$ cat config.mk
export PLATFORM = sky130hd
export DESIGN_NAME = scan_key_sequencer_flat
export DESIGN_NICKNAME = d
export VERILOG_FILES = /design/src/rtl/scan_key_sequencer_if.sv /design/src/rtl/scan_key_sequencer.sv /design/src/flat_wrapper.sv
export SDC_FILE = /design/constraint.sdc
export NUM_CORES = 1
export LEC_CHECK = 0
export ABC_AREA = 1
export BUFFER_PORTS_ARGS = -buffer_cell sky130_fd_sc_hd__buf_2
export CAP_MARGIN = 30
export CORE_MARGIN = 1.5
export CORE_UTILIZATION = 50
export CTS_CLUSTER_DIAMETER = 30
export DETAILED_ROUTE_END_ITERATION = 7
export PLACE_DENSITY = 0.74
export REMOVE_ABC_BUFFERS = 1
export SETUP_SLACK_MARGIN = 0.15
export SLEW_MARGIN = 10
export SYNTH_ARGS = -nofsm -noshare
export SYNTH_HDL_FRONTEND = slang
export SYNTH_SLANG_ARGS = --single-unit
$ cat constraint.sdc
create_clock -name clk -period 1.65 [get_ports clk]
set_input_delay 0.4125 -clock clk [delete_from_list [all_inputs] [get_ports clk]]
set_output_delay 0.4125 -clock clk [all_outputs]
set_load 0.01 [all_outputs]
$ cat src/rtl/scan_key_sequencer_if.sv
// Bus bundle between the test/debug controller, the scan key sequencer and the
// scan-control unlock checker.
interface scan_key_sequencer_if #(
  parameter int scan_key_width  = 32,
  parameter int scan_key_number = 8
);
  localparam int aw = $clog2(scan_key_number);

  logic                      key_wr_en;
  logic [aw-1:0]             key_wr_addr;
  logic [scan_key_width-1:0] key_wr_data;
  logic                      key_lock;
  logic                      start;
  logic                      clear;
  logic                      scan_unlock;
  logic [scan_key_width-1:0] scan_key;
  logic                      busy;
  logic                      done;
  logic                      fail;
  logic [aw:0]               words_sent;

  modport master (
    output key_wr_en, key_wr_addr, key_wr_data, key_lock, start, clear, scan_unlock,
    input  scan_key, busy, done, fail, words_sent
  );

  modport slave (
    input  key_wr_en, key_wr_addr, key_wr_data, key_lock, start, clear, scan_unlock,
    output scan_key, busy, done, fail, words_sent
  );
endinterface

$ cat src/rtl/scan_key_sequencer.sv
// Transmit side of scan unlock: replays a write-protectable key table onto
// scan_key, then waits a bounded time for scan_unlock.
//   state | meaning
//   IDLE  | table writable, waiting for start
//   SEND  | one key word per cycle on scan_key
//   WAIT  | idle_word driven, timeout running
//   DONE  | unlocked, sticky until clear
//   FAIL  | timed out, table writable, sticky until clear
module scan_key_sequencer #(
  parameter int                        scan_key_width  = 32,
  parameter int                        scan_key_number = 8,
  parameter int                        unlock_timeout  = 16,
  parameter logic [scan_key_width-1:0] idle_word       = '0
) (
  input logic                 clk,
  input logic                 rst_n,
  scan_key_sequencer_if.slave bus
);
  localparam int          aw         = $clog2(scan_key_number);
  localparam int          cw         = (unlock_timeout > 1) ? $clog2(unlock_timeout) : 1;
  localparam int          tmo_m1     = unlock_timeout - 1;
  localparam logic [aw:0] words_full = scan_key_number[aw:0];
  localparam logic [aw:0] ws_one     = 1;
  localparam logic [cw-1:0] tmo_last = tmo_m1[cw-1:0];
  localparam logic [cw-1:0] tmo_one  = 1;

  typedef enum logic [2:0] {
    ST_IDLE,
    ST_SEND,
    ST_WAIT,
    ST_DONE,
    ST_FAIL
  } state_e;

  state_e                    state_q, state_d;
  logic [scan_key_width-1:0] scan_key_q, scan_key_d;
  logic [aw:0]               words_sent_q, words_sent_d;
  logic [cw-1:0]             tmo_q, tmo_d;
  logic                      lock_q, lock_d;
  logic [scan_key_width-1:0] key_tab_q [scan_key_number];
  logic [scan_key_width-1:0] key_tab_d [scan_key_number];

  always_ff @(posedge clk or negedge rst_n) begin
    if (!rst_n) begin
      state_q      <= ST_IDLE;
      scan_key_q   <= idle_word;
      words_sent_q <= '0;
      tmo_q        <= '0;
      lock_q       <= 1'b0;
      key_tab_q    <= '{default: '0};
    end else begin
      state_q      <= state_d;
      scan_key_q   <= scan_key_d;
      words_sent_q <= words_sent_d;
      tmo_q        <= tmo_d;
      lock_q       <= lock_d;
      key_tab_q    <= key_tab_d;
    end
  end

  always_comb begin
    state_d      = state_q;
    scan_key_d   = idle_word;
    words_sent_d = words_sent_q;
    tmo_d        = tmo_q;
    lock_d       = lock_q | bus.key_lock;
    key_tab_d    = key_tab_q;

    // A write coinciding with the lock request is already protected.
    if (bus.key_wr_en && !lock_q && !bus.key_lock &&
        (state_q == ST_IDLE || state_q == ST_FAIL))
      key_tab_d[bus.key_wr_addr] = bus.key_wr_data;

    unique case (state_q)
      ST_IDLE: begin
        if (!bus.clear && bus.start) begin
          words_sent_d = '0;
          if (bus.scan_unlock) begin
            state_d = ST_DONE;
          end else begin
            state_d      = ST_SEND;
            scan_key_d   = key_tab_q[0];
            words_sent_d = ws_one;
          end
        end
      end
      ST_SEND: begin
        if (bus.clear) begin
          state_d = ST_IDLE;
        end else if (words_sent_q == words_full) begin
          state_d = ST_WAIT;
          tmo_d   = tmo_last;
        end else begin
          scan_key_d   = key_tab_q[words_sent_q[aw-1:0]];
          words_sent_d = words_sent_q + ws_one;
        end
      end
      ST_WAIT: begin
        // Unlock is tested before the terminal count so a late unlock still wins.
        if (bus.clear)             state_d = ST_IDLE;
        else if (bus.scan_unlock)  state_d = ST_DONE;
        else if (tmo_q == '0)      state_d = ST_FAIL;
        else                       tmo_d   = tmo_q - tmo_one;
      end
      ST_DONE, ST_FAIL: begin
        if (bus.clear) state_d = ST_IDLE;
      end
      default: state_d = ST_IDLE;
    endcase
  end

  assign bus.scan_key   = scan_key_q;
  assign bus.busy       = (state_q == ST_SEND) || (state_q == ST_WAIT);
  assign bus.done       = (state_q == ST_DONE);
  assign bus.fail       = (state_q == ST_FAIL);
  assign bus.words_sent = words_sent_q;
endmodule

$ cat src/flat_wrapper.sv
// flat-port wrapper written by rule: the top's interface ports become plain ports
module scan_key_sequencer_flat 
#(
  parameter int                        scan_key_width  = 32,
  parameter int                        scan_key_number = 8,
  parameter int                        unlock_timeout  = 16,
  parameter logic [scan_key_width-1:0] idle_word       = '0
)
  (clk, rst_n, bus_key_wr_en, bus_key_wr_addr, bus_key_wr_data, bus_key_lock, bus_start, bus_clear, bus_scan_unlock, bus_scan_key, bus_busy, bus_done, bus_fail, bus_words_sent);
  scan_key_sequencer_if #(.scan_key_width(scan_key_width), .scan_key_number(scan_key_number)) bus_i ();
  input logic clk;
  input logic rst_n;
  input wire logic [$bits(bus_i.key_wr_en)-1:0] bus_key_wr_en;
  input wire logic [$bits(bus_i.key_wr_addr)-1:0] bus_key_wr_addr;
  input wire logic [$bits(bus_i.key_wr_data)-1:0] bus_key_wr_data;
  input wire logic [$bits(bus_i.key_lock)-1:0] bus_key_lock;
  input wire logic [$bits(bus_i.start)-1:0] bus_start;
  input wire logic [$bits(bus_i.clear)-1:0] bus_clear;
  input wire logic [$bits(bus_i.scan_unlock)-1:0] bus_scan_unlock;
  output wire logic [$bits(bus_i.scan_key)-1:0] bus_scan_key;
  output wire logic [$bits(bus_i.busy)-1:0] bus_busy;
  output wire logic [$bits(bus_i.done)-1:0] bus_done;
  output wire logic [$bits(bus_i.fail)-1:0] bus_fail;
  output wire logic [$bits(bus_i.words_sent)-1:0] bus_words_sent;
  assign bus_i.key_wr_en = bus_key_wr_en;
  assign bus_i.key_wr_addr = bus_key_wr_addr;
  assign bus_i.key_wr_data = bus_key_wr_data;
  assign bus_i.key_lock = bus_key_lock;
  assign bus_i.start = bus_start;
  assign bus_i.clear = bus_clear;
  assign bus_i.scan_unlock = bus_scan_unlock;
  assign bus_scan_key = bus_i.scan_key;
  assign bus_busy = bus_i.busy;
  assign bus_done = bus_i.done;
  assign bus_fail = bus_i.fail;
  assign bus_words_sent = bus_i.words_sent;
  scan_key_sequencer #(.scan_key_width(scan_key_width), .scan_key_number(scan_key_number), .unlock_timeout(unlock_timeout), .idle_word(idle_word)) u_core (.clk(clk), .rst_n(rst_n), .bus(bus_i));
endmodule
==> flow_summary.yaml, run 1 <==
run_status:
  outcome: "aborted with a tool error"
  last_stage_reached: "5_1_grt"
  run.stop_error: "[ERROR GRT-0232] Routing congestion too high. Check the congestion heatmap in the GUI."
floorplanning:
  floorplan.initialDensity: 0.508
  floorplan.die.height_um: 174
  fp-row-count: 62
  io-pin-count: 81
  die_width_um: 174
yosys:
  synth_cell_type_count: 27
  synth_sequential_area_ratio: 0.515
  synth.cell_area_um2: 14600
  synth_seq_cells: 300
  synth.avg_cell_area_um2: 8.10
  synthesis.instances: 1799
  ys.warnings.count: 0
clock_tree:
  clock_path_buffers: 3
  cts_root_buf: "sky130_fd_sc_hd__clkbuf_16"
  clkSinkCount: 300
  cts_made_buffers: 60
  h-tree-depth: 2
place:
  dp.final_hpwl_mm: 22.9
  gp_routability_congestion: 0.824
  dp_cells: 2165
  port-buffer-count: 80
grt:
  grt.total_usage: 0.807
  grt_overflow: 103
  grt_start_max_net_pins: 81
[synth_stat cells]
cell,instances,area [um2]
sky130_fd_sc_hd__ha_1,3,37.5
sky130_fd_sc_hd__xor2_1,1,8.76
sky130_fd_sc_hd__o21ai_0,114,571
sky130_fd_sc_hd__clkbuf_2,6,30.0
sky130_fd_sc_hd__buf_2,65,325
sky130_fd_sc_hd__nand2_1,558,2090
sky130_fd_sc_hd__buf_6,13,146
sky130_fd_sc_hd__dfrtp_1,300,7510
sky130_fd_sc_hd__clkinv_1,2,7.51
sky130_fd_sc_hd__nand4_4,1,21.3
sky130_fd_sc_hd__a21boi_0,1,7.51
sky130_fd_sc_hd__nor2_2,1,6.26
sky130_fd_sc_hd__buf_4,14,105
sky130_fd_sc_hd__o211ai_1,95,713
sky130_fd_sc_hd__o21ai_1,18,90.1
sky130_fd_sc_hd__nand3_1,238,1190
sky130_fd_sc_hd__nand4_1,33,206
sky130_fd_sc_hd__a21oi_1,2,10.0
sky130_fd_sc_hd__nor2_1,86,323
sky130_fd_sc_hd__inv_1,142,533
sky130_fd_sc_hd__o21ai_2,36,315
sky130_fd_sc_hd__clkbuf_1,51,191
sky130_fd_sc_hd__or2_2,1,6.26
sky130_fd_sc_hd__buf_1,8,30.0
sky130_fd_sc_hd__inv_2,5,18.8
sky130_fd_sc_hd__nor3_4,4,65.1
sky130_fd_sc_hd__and2_1,1,6.26
[logic make-up after synthesis]
logic type	count (synthesis)	synth area share
adder cells (fa/ha/maj)	3	0.00258
buffers and inverters	306	0.0953
flip-flops	300	0.515
XOR/XNOR	1	0.000601
AND/OR/NAND/NOR	923	0.269
AO/OA/AOI/OAI	266	0.117
[per-stage QoR]
stage | worst slack (ns) | utilization | hold WS (ns) | TNS [ns] | cell area, um2
CTS | -0.172 | 0.783 | 0.139 | -11.60 | 22500
floorplan | -3.83 | - | 0.117 | -578.21 | 13700
global placement | -0.0999 | 0.536 | 0.282 | -15.28 | 15400
detailed placement | -0.167 | 0.536 | 0.280 | -28.99 | 15400
[timing repair]
| item | in CTS |
|---|---|
| setup buffers | 87 |
| pin swaps | 182 |
| hold endpoints to repair | 48 |
| endpoints found under the setup margin | 297 |
| gates resized for setup | 499 |
| hold buffers | 1 |
| gates cloned | 89 |
[per-layer routing]
metal / overflow / track usage
met1: 1 / 0.823
met2: 59 / 0.927
met3: 2 / 0.722
met4: 41 / 0.738
met5: 0 / 0.401
==> run 2: changes to the inputs <==
--- a/config.mk
+++ b/config.mk
@@ -9,12 +9,10 @@
 export BUFFER_PORTS_ARGS = -buffer_cell sky130_fd_sc_hd__buf_2
 export CAP_MARGIN = 30
 export CORE_MARGIN = 1.5
-export CORE_UTILIZATION = 50
-export CTS_CLUSTER_DIAMETER = 30
+export CORE_UTILIZATION = 35
 export DETAILED_ROUTE_END_ITERATION = 7
-export PLACE_DENSITY = 0.74
+export PLACE_DENSITY_LB_ADDON = 0.15
 export REMOVE_ABC_BUFFERS = 1
-export SETUP_SLACK_MARGIN = 0.15
 export SLEW_MARGIN = 10
 export SYNTH_ARGS = -nofsm -noshare
 export SYNTH_HDL_FRONTEND = slang
==> constraint.sdc (replaced) <==
create_clock -name clk -period 2.15 [get_ports clk]
set_input_delay 0.5375 -clock clk [delete_from_list [all_inputs] [get_ports clk]]
set_output_delay 0.5375 -clock clk [all_outputs]
set_load 0.01 [all_outputs]
==> run 2 against run 1 <==
The run now ends clean. Synthesized cell count unchanged. Synthesized area is the same.
==> flow_summary.yaml, run 2 <==
clock_tree:
  cts_root_buf: "sky130_fd_sc_hd__clkbuf_16"
  h-tree-depth: 2
  cts_made_buffers: 37
  cts_tree: "done"
  worstSkewPairLatency_ns: 0.53
  clock_path_buffers: 3
  path_clk_slew_ns: 0.06
  clkSinkCount: 300
sta:
  report.final.slew_viol_count: 0
  achievable-frequency_mhz: 479
  post-route-min-period_ns: 2.09
  hold_ws_ns: 0.245
  timing.final.setup_violations: 0
  tightestPinTransition_ns: 0.573
  timing.max_slew.rel_slack: 0.618
  fin_setup_tns_ns: 0
  final-hold-violation-count: 0
  grt_setup_unrepaired: "no"
  period_share: 0.972
  finClkSkew_ns: 0.0188
final_layout:
  areaGrowthSynthToFinish_pct: 16.0
  layout.cells.most_common: "sky130_fd_sc_hd__nand2_1"
  largest_register_ff_count: 256
  antenna_cells: 0
  final_net_count: 1856
  fraction_of_layout_instances_using_a_drive_strength_above_1: 0.135
  mostFrequentLayoutCells: "sky130_fd_sc_hd__nand2_1 (557), sky130_fd_sc_hd__dfrtp_1 (296), sky130_fd_sc_hd__nand3_1 (238)"
  registers.top_by_ff_count: "u_core.key_tab_q"
yosys:
  netlist_top_cells_count: "sky130_fd_sc_hd__nand2_1 (558), sky130_fd_sc_hd__dfrtp_1 (300), sky130_fd_sc_hd__nand3_1 (238)"
  synth_sequential_area_ratio: 0.515
  synth_cell_type_count: 27
  ys_async_sr_fraction: 1.00
  synth.most_common_cell: "sky130_fd_sc_hd__nand2_1"
  post-synth-top-area-cell: "sky130_fd_sc_hd__dfrtp_1"
  synth_top_area_share: 0.515
  synth_seq_cells: 300
  synth.avg_cell_area_um2: 8.10
  synth_enable_flop_cells: 0
  main_area_contributors_after_synthesis: "sky130_fd_sc_hd__dfrtp_1 (52%), sky130_fd_sc_hd__nand2_1 (14%), sky130_fd_sc_hd__nand3_1 (8.2%)"
  synth-main-ff-cell: "sky130_fd_sc_hd__dfrtp_1"
  synth.cell_area_um2: 14600
  synthesis.instances: 1799
  ys.warnings.count: 0
critical_path:
  worst-r2r-cell-count: 8
  critical_path.reg2reg.startpoint: "u_core.bus.words_sent[1]$_DFFE_PN0P_"
  worst_ep_arrival_time_ns: 1.55
  setup.worst_path.start_class: "flop"
  setup.worst_path.class: "reg -> out"
  worstPathMaxFanout: 21
  endpoint_kind: "primary output"
  crit-reg2reg-capture: "u_core.bus.scan_key[29]$_DFF_PN0_"
  worst_ep_required_time_ns: 1.61
  regToRegSetupSlack_ns: 0.36
detailed_routing:
  drt_wl_total_mm: 44.2
  viasPerCell: 5.12
  detailedRoute.firstPassIterationCount: 7
  vias: 12100
  route.detailed.wl_per_inst_um: 18.6
  drc_errors: 0
  drt_iter0_drc: 1004
  antenna_left: 0
power:
  static_leakage_nw: 8.35
  power-per-cell-area_nw_per_um2: 1020
  ir_drop_worst_case_vdd_v: 0.000566
run_status:
  outcome: "finished clean"
floorplanning:
  floorplan.die.height_um: 207
  design.core.area_um2: 40900
  io-pin-count: 81
  die_area_um2: 42900
  floorplan.initialDensity: 0.356
  die_width_um: 207
  fp-row-count: 74
worst_hold_path:
  whs_path_depth: 3
  min-delay-path-class: "in -> reg"
  hold_start: "bus_key_lock"
  holdPathEnd: "u_core.lock_q$_DFF_PN0_"
grt:
  grt_start_max_net_pins: 99
  grt.total_usage: 0.210
  number_of_global_route_vias_before_repair: 11900
  antenna_found_initial: 3
  grt_overflow: 0
  grt_first_pass_wirelength_mm: 71.1
place:
  dp.final_hpwl_mm: 23.6
  port-buffer-count: 80
  gp_routability_congestion: 0.818
flow_run:
  max_cap_viol_count: 0
run 2: per-layer routing:
layer | track usage | vias to the layer above | routed length (um)
li1 | - | 5864 | -
met1 | 0.309 | 5889 | 21600
met2 | 0.319 | 304 | 19400
met3 | 0.0378 | 73 | 2360
met4 | 0.0480 | 6 | 795
met5 | 0 | - | 46
run 2: cells by family after synthesis:
group,synth area share
adders and majority gates,0.00258
DFF,0.515
and+or+nand+nor,0.269
xor gates and xnor gates,0.000601
AOI/OAI and AO/OA,0.117
buffers and inverters,0.0953
run 2: final cells by class:
| class | instances | area, um2 |
|---|---|---|
| Sequential cell | 300 | 7520 |
| Fill cell | 4121 | 24000 |
| Multi-Input combinational cell | 1193 | 5720 |
| Clock buffer | 57 | 1140 |
| Timing Repair Buffer | 130 | 1150 |
| Tap cell | 532 | 666 |
| Clock inverter | 11 | 143 |
| Inverter | 149 | 561 |
run 2: power breakdown:
group,internal (W),switching (W)
combinational,0.00159,0.00308
clock,0.00403,0.00250
sequential,0.00595,0.000135
run 2: worst max-delay path, stage by stage, from the launching register on:
cell and delay (ns):
sky130_fd_sc_hd__dfrtp_4 0.51, sky130_fd_sc_hd__buf_16 0.18, sky130_fd_sc_hd__buf_16 0.18, sky130_fd_sc_hd__buf_2 0.15
run 2: stage by stage:
step	cells	cell area [um2]	utilization	worst slack, ns	total power (W)
finish	2372	16900	0.413	0.0605	0.0173
global route	2372	16900	0.413	0.0216	0.0182
CTS	2371	16900	0.413	0.00456	0.0175
detailed placement	2299	15500	0.378	0.187	0.0105
global placement	2299	15500	0.378	0.232	0.0105
floorplan	1642	13700	-	-3.33	0.00855
run 2: how the worst max path moves through the flow:
| stage | start | to | slack [ns] | cells after the start |
|---|---|---|---|---|
| 6_report | u_core.bus.words_sent[0]$_DFFE_PN0P_ | bus_words_sent[0] | 0.06 | 3 |
| 2_1_floorplan | u_core.bus.words_sent[0]$_DFFE_PN0P_ | u_core.bus.scan_key[0]$_DFF_PN0_ | -3.33 | 7 |
| 4_1_cts | u_core.bus.words_sent[0]$_DFFE_PN0P_ | bus_words_sent[0] | 0.005 | 3 |
| 5_1_grt | u_core.bus.words_sent[0]$_DFFE_PN0P_ | bus_words_sent[0] | 0.02 | 3 |
| 3_3_place_gp | bus_key_lock | u_core.key_tab_q[13]$_DFFE_PN0P_ | 0.23 | 7 |
| 3_5_place_dp | bus_key_lock | u_core.key_tab_q[255]$_DFFE_PN0P_ | 0.19 | 7 |
run 2: timing repair:
item | in CTS | in global routing
hold buffers | 1 | 0
gates cloned | 3 | 0
setup buffers | 0 | 1
hold endpoints to repair | 39 | 0
pin swaps | 0 | 0
resized for setup | 2 | 3
endpoints found under the setup margin | 1 | 2
Note: power is estimated with default switching activity, not from simulation.
